--- config.mk ---
export PLATFORM = sky130hd
export DESIGN_NAME = draw_player
export DESIGN_NICKNAME = d
export VERILOG_FILES = /design/src/rtl/draw_player_pkg.sv /design/src/rtl/draw_player_ctl.sv /design/src/rtl/draw_player.sv
export SDC_FILE = /design/constraint.sdc
export NUM_CORES = 1
export LEC_CHECK = 0
export ABC_CLOCK_PERIOD_IN_PS = 3250
export CAP_MARGIN = 40
export CORE_AREA = 2 2 79 81
export DETAILED_ROUTE_END_ITERATION = 10
export DIE_AREA = 0 0 81 83
export GPL_ROUTABILITY_DRIVEN = 1
export PLACE_DENSITY = 0.78
export SLEW_MARGIN = 30
export SYNTH_ARGS = -nofsm -noshare
export SYNTH_HDL_FRONTEND = slang
export SYNTH_SLANG_ARGS = --single-unit
export TNS_END_PERCENT = 30
--- constraint.sdc ---
create_clock -name clk -period 3.25 [get_ports clk]
set_input_delay 0.65 -clock clk [delete_from_list [all_inputs] [get_ports clk]]
set_output_delay 0.65 -clock clk [all_outputs]
set_load 0.01 [all_outputs]
--- src/rtl/draw_player_pkg.sv ---
// Shared VGA geometry, player defaults and helpers for the player overlay stage.
package draw_player_pkg;

  localparam int HOR_PIXELS = 800;
  localparam int VER_PIXELS = 600;

  localparam int          PLAYER_W_DEF   = 32;
  localparam int          PLAYER_H_DEF   = 48;
  localparam int          GROUND_Y_DEF   = 500;
  localparam int          X_START_DEF    = 100;
  localparam int          STEP_DEF       = 4;
  localparam int          JUMP_V0_DEF    = 12;
  localparam logic [11:0] PLAYER_RGB_DEF = 12'hF80;

  typedef enum logic {
    GROUND = 1'b0,
    AIR    = 1'b1
  } player_state_t;

  typedef struct packed {
    logic [10:0] hcount;
    logic [10:0] vcount;
    logic        hsync;
    logic        vsync;
    logic        hblnk;
    logic        vblnk;
    logic [11:0] rgb;
  } vga_t;

  // One frame of horizontal motion; compares are done before any add/subtract so x never wraps.
  function automatic logic [10:0] step_x(
    input logic [10:0] x,
    input logic        left,
    input logic        right,
    input logic [10:0] step,
    input logic [10:0] x_max
  );
    logic [10:0] x_new;
    x_new = x;
    if (right && !left) begin
      if (({1'b0, x} + {1'b0, step}) >= {1'b0, x_max}) x_new = x_max;
      else                                             x_new = x + step;
    end else if (left && !right) begin
      if (x <= step) x_new = '0;
      else           x_new = x - step;
    end
    return x_new;
  endfunction

endpackage

--- src/rtl/draw_player_ctl.sv ---
// Player controller: vblank-edge frame tick, saturating x motion and the gravity jump FSM.
// Jump FSM is built only when PLAYER_JUMP_EN is defined; otherwise the sprite stays on the ground.
//
// state  | meaning
// GROUND | standing, ypos at ground row, vy = 0
// AIR    | jumping/falling, ypos -= vy and vy -= 1 each tick
module player_ctl
  import draw_player_pkg::*;
#(
  parameter int PLAYER_W = PLAYER_W_DEF,
  parameter int PLAYER_H = PLAYER_H_DEF,
  parameter int GROUND_Y = GROUND_Y_DEF,
  parameter int X_START  = X_START_DEF,
  parameter int STEP     = STEP_DEF,
  parameter int JUMP_V0  = JUMP_V0_DEF
) (
  input  logic        clk,
  input  logic        rst_n,
  input  logic        vblnk,
  input  logic        move_left,
  input  logic        move_right,
  input  logic        jump,
  output logic [10:0] xpos,
  output logic [10:0] ypos,
  output logic        airborne
);

  localparam logic [10:0] Y_GND  = 11'(GROUND_Y - PLAYER_H + 1);
  localparam logic [10:0] X_MAX  = 11'(HOR_PIXELS - PLAYER_W);
  localparam logic [10:0] X_RST  = 11'(X_START);
  localparam logic [10:0] STEP_X = 11'(STEP);

  logic        vblnk_q;
  logic        tick;
  logic [10:0] x_q, x_d;

  assign tick = vblnk & ~vblnk_q;

  always_comb begin
    x_d = x_q;
    if (tick) x_d = step_x(x_q, move_left, move_right, STEP_X, X_MAX);
  end

  always_ff @(posedge clk or negedge rst_n) begin
    if (!rst_n) begin
      vblnk_q <= 1'b0;
      x_q     <= X_RST;
    end else begin
      vblnk_q <= vblnk;
      x_q     <= x_d;
    end
  end

  assign xpos = x_q;

`ifdef PLAYER_JUMP_EN
  player_state_t      state_q, state_d;
  logic signed [7:0]  vy_q, vy_d;
  logic [10:0]        y_q, y_d;
  logic signed [12:0] y_air;

  // y - vy in a wider signed domain so a falling (negative vy) step compares cleanly against ground
  assign y_air = $signed({2'b00, y_q}) - $signed({{5{vy_q[7]}}, vy_q});

  always_ff @(posedge clk or negedge rst_n) begin
    if (!rst_n) begin
      state_q <= GROUND;
      vy_q    <= '0;
      y_q     <= Y_GND;
    end else begin
      state_q <= state_d;
      vy_q    <= vy_d;
      y_q     <= y_d;
    end
  end

  always_comb begin
    state_d = state_q;
    vy_d    = vy_q;
    y_d     = y_q;
    if (tick) begin
      case (state_q)
        GROUND: begin
          if (jump) begin
            state_d = AIR;
            vy_d    = 8'(JUMP_V0);
          end
        end
        AIR: begin
          if (y_air >= $signed({2'b00, Y_GND})) begin
            state_d = GROUND;
            y_d     = Y_GND;
            vy_d    = '0;
          end else begin
            y_d  = y_air[10:0];
            vy_d = vy_q - 8'sd1;
          end
        end
        default: state_d = GROUND;
      endcase
    end
  end

  always_comb begin
    airborne = (state_q == AIR);
    ypos     = y_q;
  end
`else
  logic unused_jump;
  assign unused_jump = jump;
  assign ypos        = Y_GND;
  assign airborne    = 1'b0;
`endif

endmodule

--- src/rtl/draw_player.sv ---
// Player overlay stage: replaces background rgb inside the player box, all fields delayed one clk.
// Optional jump FSM enabled by defining PLAYER_JUMP_EN.
module draw_player
  import draw_player_pkg::*;
#(
  parameter int          PLAYER_W   = PLAYER_W_DEF,
  parameter int          PLAYER_H   = PLAYER_H_DEF,
  parameter int          GROUND_Y   = GROUND_Y_DEF,
  parameter int          X_START    = X_START_DEF,
  parameter int          STEP       = STEP_DEF,
  parameter int          JUMP_V0    = JUMP_V0_DEF,
  parameter logic [11:0] PLAYER_RGB = PLAYER_RGB_DEF
) (
  input  logic        clk,
  input  logic        rst_n,
  input  logic [10:0] vga_in_hcount,
  input  logic [10:0] vga_in_vcount,
  input  logic        vga_in_hsync,
  input  logic        vga_in_vsync,
  input  logic        vga_in_hblnk,
  input  logic        vga_in_vblnk,
  input  logic [11:0] vga_in_rgb,
  output logic [10:0] vga_out_hcount,
  output logic [10:0] vga_out_vcount,
  output logic        vga_out_hsync,
  output logic        vga_out_vsync,
  output logic        vga_out_hblnk,
  output logic        vga_out_vblnk,
  output logic [11:0] vga_out_rgb,
  input  logic        move_left,
  input  logic        move_right,
  input  logic        jump,
  output logic [10:0] xpos,
  output logic [10:0] ypos,
  output logic        airborne
);

  vga_t vga_q, vga_d;
  logic hit;

  player_ctl #(
    .PLAYER_W (PLAYER_W),
    .PLAYER_H (PLAYER_H),
    .GROUND_Y (GROUND_Y),
    .X_START  (X_START),
    .STEP     (STEP),
    .JUMP_V0  (JUMP_V0)
  ) u_ctl (
    .clk        (clk),
    .rst_n      (rst_n),
    .vblnk      (vga_in_vblnk),
    .move_left  (move_left),
    .move_right (move_right),
    .jump       (jump),
    .xpos       (xpos),
    .ypos       (ypos),
    .airborne   (airborne)
  );

  // 12-bit sums so xpos+W / ypos+H cannot overflow the 11-bit counters
  always_comb begin
    hit = !vga_in_hblnk && !vga_in_vblnk
       && ({1'b0, vga_in_hcount} >= {1'b0, xpos})
       && ({1'b0, vga_in_hcount} <  ({1'b0, xpos} + 12'(PLAYER_W)))
       && ({1'b0, vga_in_vcount} >= {1'b0, ypos})
       && ({1'b0, vga_in_vcount} <  ({1'b0, ypos} + 12'(PLAYER_H)));
  end

  always_comb begin
    vga_d.hcount = vga_in_hcount;
    vga_d.vcount = vga_in_vcount;
    vga_d.hsync  = vga_in_hsync;
    vga_d.vsync  = vga_in_vsync;
    vga_d.hblnk  = vga_in_hblnk;
    vga_d.vblnk  = vga_in_vblnk;
    vga_d.rgb    = hit ? PLAYER_RGB : vga_in_rgb;
  end

  always_ff @(posedge clk or negedge rst_n) begin
    if (!rst_n) vga_q <= '0;
    else        vga_q <= vga_d;
  end

  assign vga_out_hcount = vga_q.hcount;
  assign vga_out_vcount = vga_q.vcount;
  assign vga_out_hsync  = vga_q.hsync;
  assign vga_out_vsync  = vga_q.vsync;
  assign vga_out_hblnk  = vga_q.hblnk;
  assign vga_out_vblnk  = vga_q.vblnk;
  assign vga_out_rgb    = vga_q.rgb;

endmodule
# Word-level counts from Yosys, hierarchy flattened
# Cells that the tools add are included.
# word_totals
regBits	49
in_bits	43
word_cells	38
# op_classes
addsub	4
magnitude_cmp	6
n_mux	5
bitwise	2
reduce_logical	13
# op_table
operator	n
$mux W11	4
$add A11 B3 Y12 const B	1
$add A11 B6 Y12 const B	1
$ge A12 B10 Y1 const B	1
$lt A11 B12 Y1	1
$mux W12	1
$add A11 B3 Y11 const B	1
$ge A11 B11 Y1	1
$ge A11 B9 Y1 const B	1
$le A11 B3 Y1 const B	1
$lt A11 B9 Y1 const B	1
$sub A11 B3 Y11 const B	1
$logic_and A1 B1 Y1	7
$logic_not A1 Y1	4
$reduce_and A2 Y1	1
$reduce_bool A2 Y1	1
$and A1 B1 Y1	1
$not A1 Y1	1

# Depth between registers and ports, before layout
# depth
word_depth	7
mapped_depth	10
depth_no_buf	9

# Modules after synthesis
# From an unflattened synthesis, not the netlist that was laid out.
# unflattened
cells_unflattened	313
hier_area_um2	3220.6
# modules_own_cells
mod	n_inst	cells_per_inst	area_per_inst_um2	seq_area_each_um2
draw_player	1	188	2165.8	950.9
player_ctl	1	125	1054.8	254.0

# Worst setup path before layout
# No wires, ideal clock.
# synth_path
path_kind	flip-flop to flip-flop
startpoint	register u_ctl.x_q[5] (netlist: u_ctl.xpos[5])
endpoint	register vga_q (netlist bit vga_out_rgb[2])
setup_ns	0.118
arrival_ns	2.251
required_time_ns	3.132
path_slack_ns	0.882
path_stages_with_launch	11
path_buffers	1
period_less_slack_ns	2.368
path_cell_list	dfstp_2 -> ha_1 -> and3_1 -> xnor2_1 -> ha_1 -> a21o_1 -> a21oi_1 -> o2111ai_1 -> a221oi_2 -> buf_4 -> nor2b_1
# synth_lines
element	line_no	source
start: declaration	draw_player_ctl.sv:35	logic [10:0] x_q, x_d;
start signal: assignment	draw_player_ctl.sv:47	x_q <= X_RST;
start signal: assignment	draw_player_ctl.sv:50	x_q <= x_d;
end signal: assignment	draw_player.sv:81	else vga_q <= vga_d;
end: declaration	draw_player.sv:38	vga_t vga_q, vga_d;

==> impl_results.md <==
- CTS tree: done
- Share of layout cells above drive strength 1: 0.0675
- Clk_skew: 0.00371 ns
- Syn Area/Cell: 11.0 µm²
- Crit share post-route: 0.888
- CTS Buffer Depth: 2
- Final #Nets: 374
- Most Frequent Cell on Critical Path: ha_1
- Setup TNS: 0 ns
- Synth Warn #: 0
- Routed Antenna Nets: 0
- Synthesized flop and latch total: 47
- IO buf count: 88
- Filler cell count: 506
- DP Area: 3340 µm²
- Hold Crit Class: in -> async
- Final instance area: 3450 µm²
- Critical Path Sink Type: register
- Cts hold-fix bufs: 0
- VDD IR max: 0.000276 V
- Top cell type's share of synthesized area: 0.445
- Status: completed
- Max_cap viols: 0
- Reg clk slew, reported paths: 0.09 ns
- Worst path max stage delay: 0.64 ns
- Sequential area share after synthesis: 0.477
- Post-layout util: 0.593
- Wirelength per Cell: 15.2 µm
- Post-CTS sizing: 0
- Largest area contributor in the netlist: dfrtp_1
- CP Max Fanout: 12
- H-Tree Level Count: 2
- Post-Route WL: 5860 µm
- Slowest-stage cell, CP: a221oi_2
- Startpoint types: register
- Max Slew Vio Count: 0
- GRT Util Overall: 0.179
- Detailed placer's ending HPWL: 4420 µm
- ANT cells: 0
- Lkg Pwr: 1.46 nW
- PD cells: 562 nW/µm²
- Critical Path AT: 3.13 ns
- Largest cells by area after synthesis: dfrtp_1 (44%), ha_1 (11%), buf_4 (4.9%), dfstp_2 (3.2%), xnor2_1 (2.8%)
- Number of synthesized flops with an enable pin: 0
- Mapped Area: 2470 µm²
- Die ar.: 6720 µm²
- Synth Flop Type: dfrtp_1
- Initial antenna violation count: 0
- Iteration-0 DRC Markers: 108
- Core area: 5820 µm²
- Vias/cell: 5.13
- Die H: 83 µm
- Mapped Cells: 225
- Post-place setup slack: 0.250 ns
- Peak Freq: 346 MHz
- Grt ovf: 0
- Worst setup margin: 0.363 ns
- Width of the chip: 81 µm
- Ordered cell list for the critical path: ha_1 -> and3_1 -> xnor2_1 -> ha_1 -> a21o_1 -> a21oi_1 -> o2111ai_1 -> a221oi_2 -> or2_1
- Final Critical Period: 2.89 ns
- Pre-Repair DR Iteration Count: 4
- Vias: 1981
- Root buf cell: clkbuf_8
- First-pass GRT wire length: 9290 µm
- I/O pin cnt: 104
- RSZ-0062 raised after global routing: false
- Cts bufs inserted: 5
- Worst r2r path cells: 9
- Site Rows: 28
- FFs w/ async S/R, synth: 1.00
- Post-CTS setup buffers: 0
- Final setup viols: 0
- Clock Latency Late Sink: 0.31 ns
- CP Data Required Time: 3.49 ns
- Setup CP Type: reg -> reg
- Yosys cell types: 53
- DRC violations left: 0
- Largest net degree at the start of global routing: 48
- Initial core utilization: 0.426
- Gpl congestion: 0.914
- Layout area overhead: 39.4%
- Slew HR: 0.466
- CTS sink cnt: 47
- Final hold vios: 0
- Worst Tran Pin Value: 0.802 ns
- Vias in the first global route: 1910
-- area by class of cell --
type	instances	area (µm²)	share of cell area
tap	75	93.8	0.0272
inverter	12	45.0	0.0131
clock inverter	3	46.3	0.0134
multi-input combinational	155	1130	0.328
clock buffer	5	68.8	0.0199
sequential	47	1180	0.342
timing repair buffer	89	886	0.257
-- cells by family (layout without fill, tap and decap cells) --
family	count (synthesis)	count (layout)	synth area share
xor gates and xnor gates	8	8	0.0283
AOI/OAI and AO/OA	44	44	0.131
DFF	47	47	0.477
buffers and inverters	35	109	0.0844
other	2	14	0.00303
and+or+nand+nor	68	68	0.170
adders and majority gates	21	21	0.106
-- cell usage after synthesis, types with 3 or more instances --
master and n:
xnor2_1 8, o211ai_1 3, and4_1 3, nor2b_1 8, nor3_1 4, a21oi_1 6
a31oi_1 7, buf_4 16, nand3_1 3, dfrtp_1 44, nor2_1 9, dfstp_2 3
clkbuf_1 3, ha_1 21, and3_1 3, or4_1 3, nand4_1 4, or2_1 6
or4b_1 3, nand2_1 11, inv_1 11
-- worst max-delay path, delay by kind of cell (launching register included) --
kind,cells,cell delay (ns)
adders and majority gates,2,0.50
DFF,1,0.63
and+or+nand+nor,2,0.47
xor gates and xnor gates,1,0.14
AOI/OAI and AO/OA,4,1.09
-- metal layers --
layer	vias up	global-route usage	part of all wire
met5	-	0	0
met4	0	0.0632	0.017
met3	9	0.0424	0.068
met2	77	0.301	0.50
met1	945	0.221	0.41
li1	950	-	-
-- registers in the layout (all words and copies together) (netlist names) --
register,flops
vga_out_vcount,11
vga_out_hblnk,1
vga_out_vsync,1
vga_out_hcount,11
vga_out_rgb,12
vga_out_hsync,1
u_ctl.vblnk_q,1
u_ctl.xpos,9
-- metrics by stage --
stage / total power [mW] / hold slack, ns / cells
5_1_grt: 2.08 / 0.372 / 386
6_report: 1.94 / 0.335 / 386
4_1_cts: 1.96 / 0.356 / 386
3_3_place_gp: 1.48 / 0.617 / 378
2_1_floorplan: 1.24 / 0.354 / 237
3_5_place_dp: 1.51 / 0.635 / 378
-- final timing paths --
path	startpoint	slack (ns)	endpoint
setup / recovery	u_ctl.xpos[5]	0.36	vga_out_rgb[11]
hold / removal	rst_n	0.33	vga_out_rgb[2]
setup reg to reg	u_ctl.xpos[5]	0.36	vga_out_rgb[11]
hold reg to reg	u_ctl.xpos[2]	0.65	u_ctl.xpos[2]
max in group asynchronous	rst_n	2.53	vga_out_hcount[0]
min in group clk	u_ctl.xpos[2]	0.65	u_ctl.xpos[2]
-- report_power, final --
group | switching (mW) | total, mW | leakage (nW) | internal, mW
logic | 0.348 | 0.716 | 0.860 | 0.368
registers | 0.126 | 0.781 | 0.540 | 0.655
clock network | 0.211 | 0.443 | 0.0548 | 0.232
total | 0.685 | 1.94 | 1.46 | 1.25
-- placed cells by master, fill, tap and decap left out, types with 4 or more instances in the layout --
cell,n
a31oi_1,7
clkdlybuf4s50_1,87
ha_1,21
nand2_1,11
or2_1,6
inv_1,11
nor2_1,9
nor3_1,4
nand4_1,4
conb_1,14
a21oi_1,6
clkbuf_8,5
dfrtp_1,44
xnor2_1,8
nor2b_1,8
Note: power is estimated with default switching activity, not from simulation.
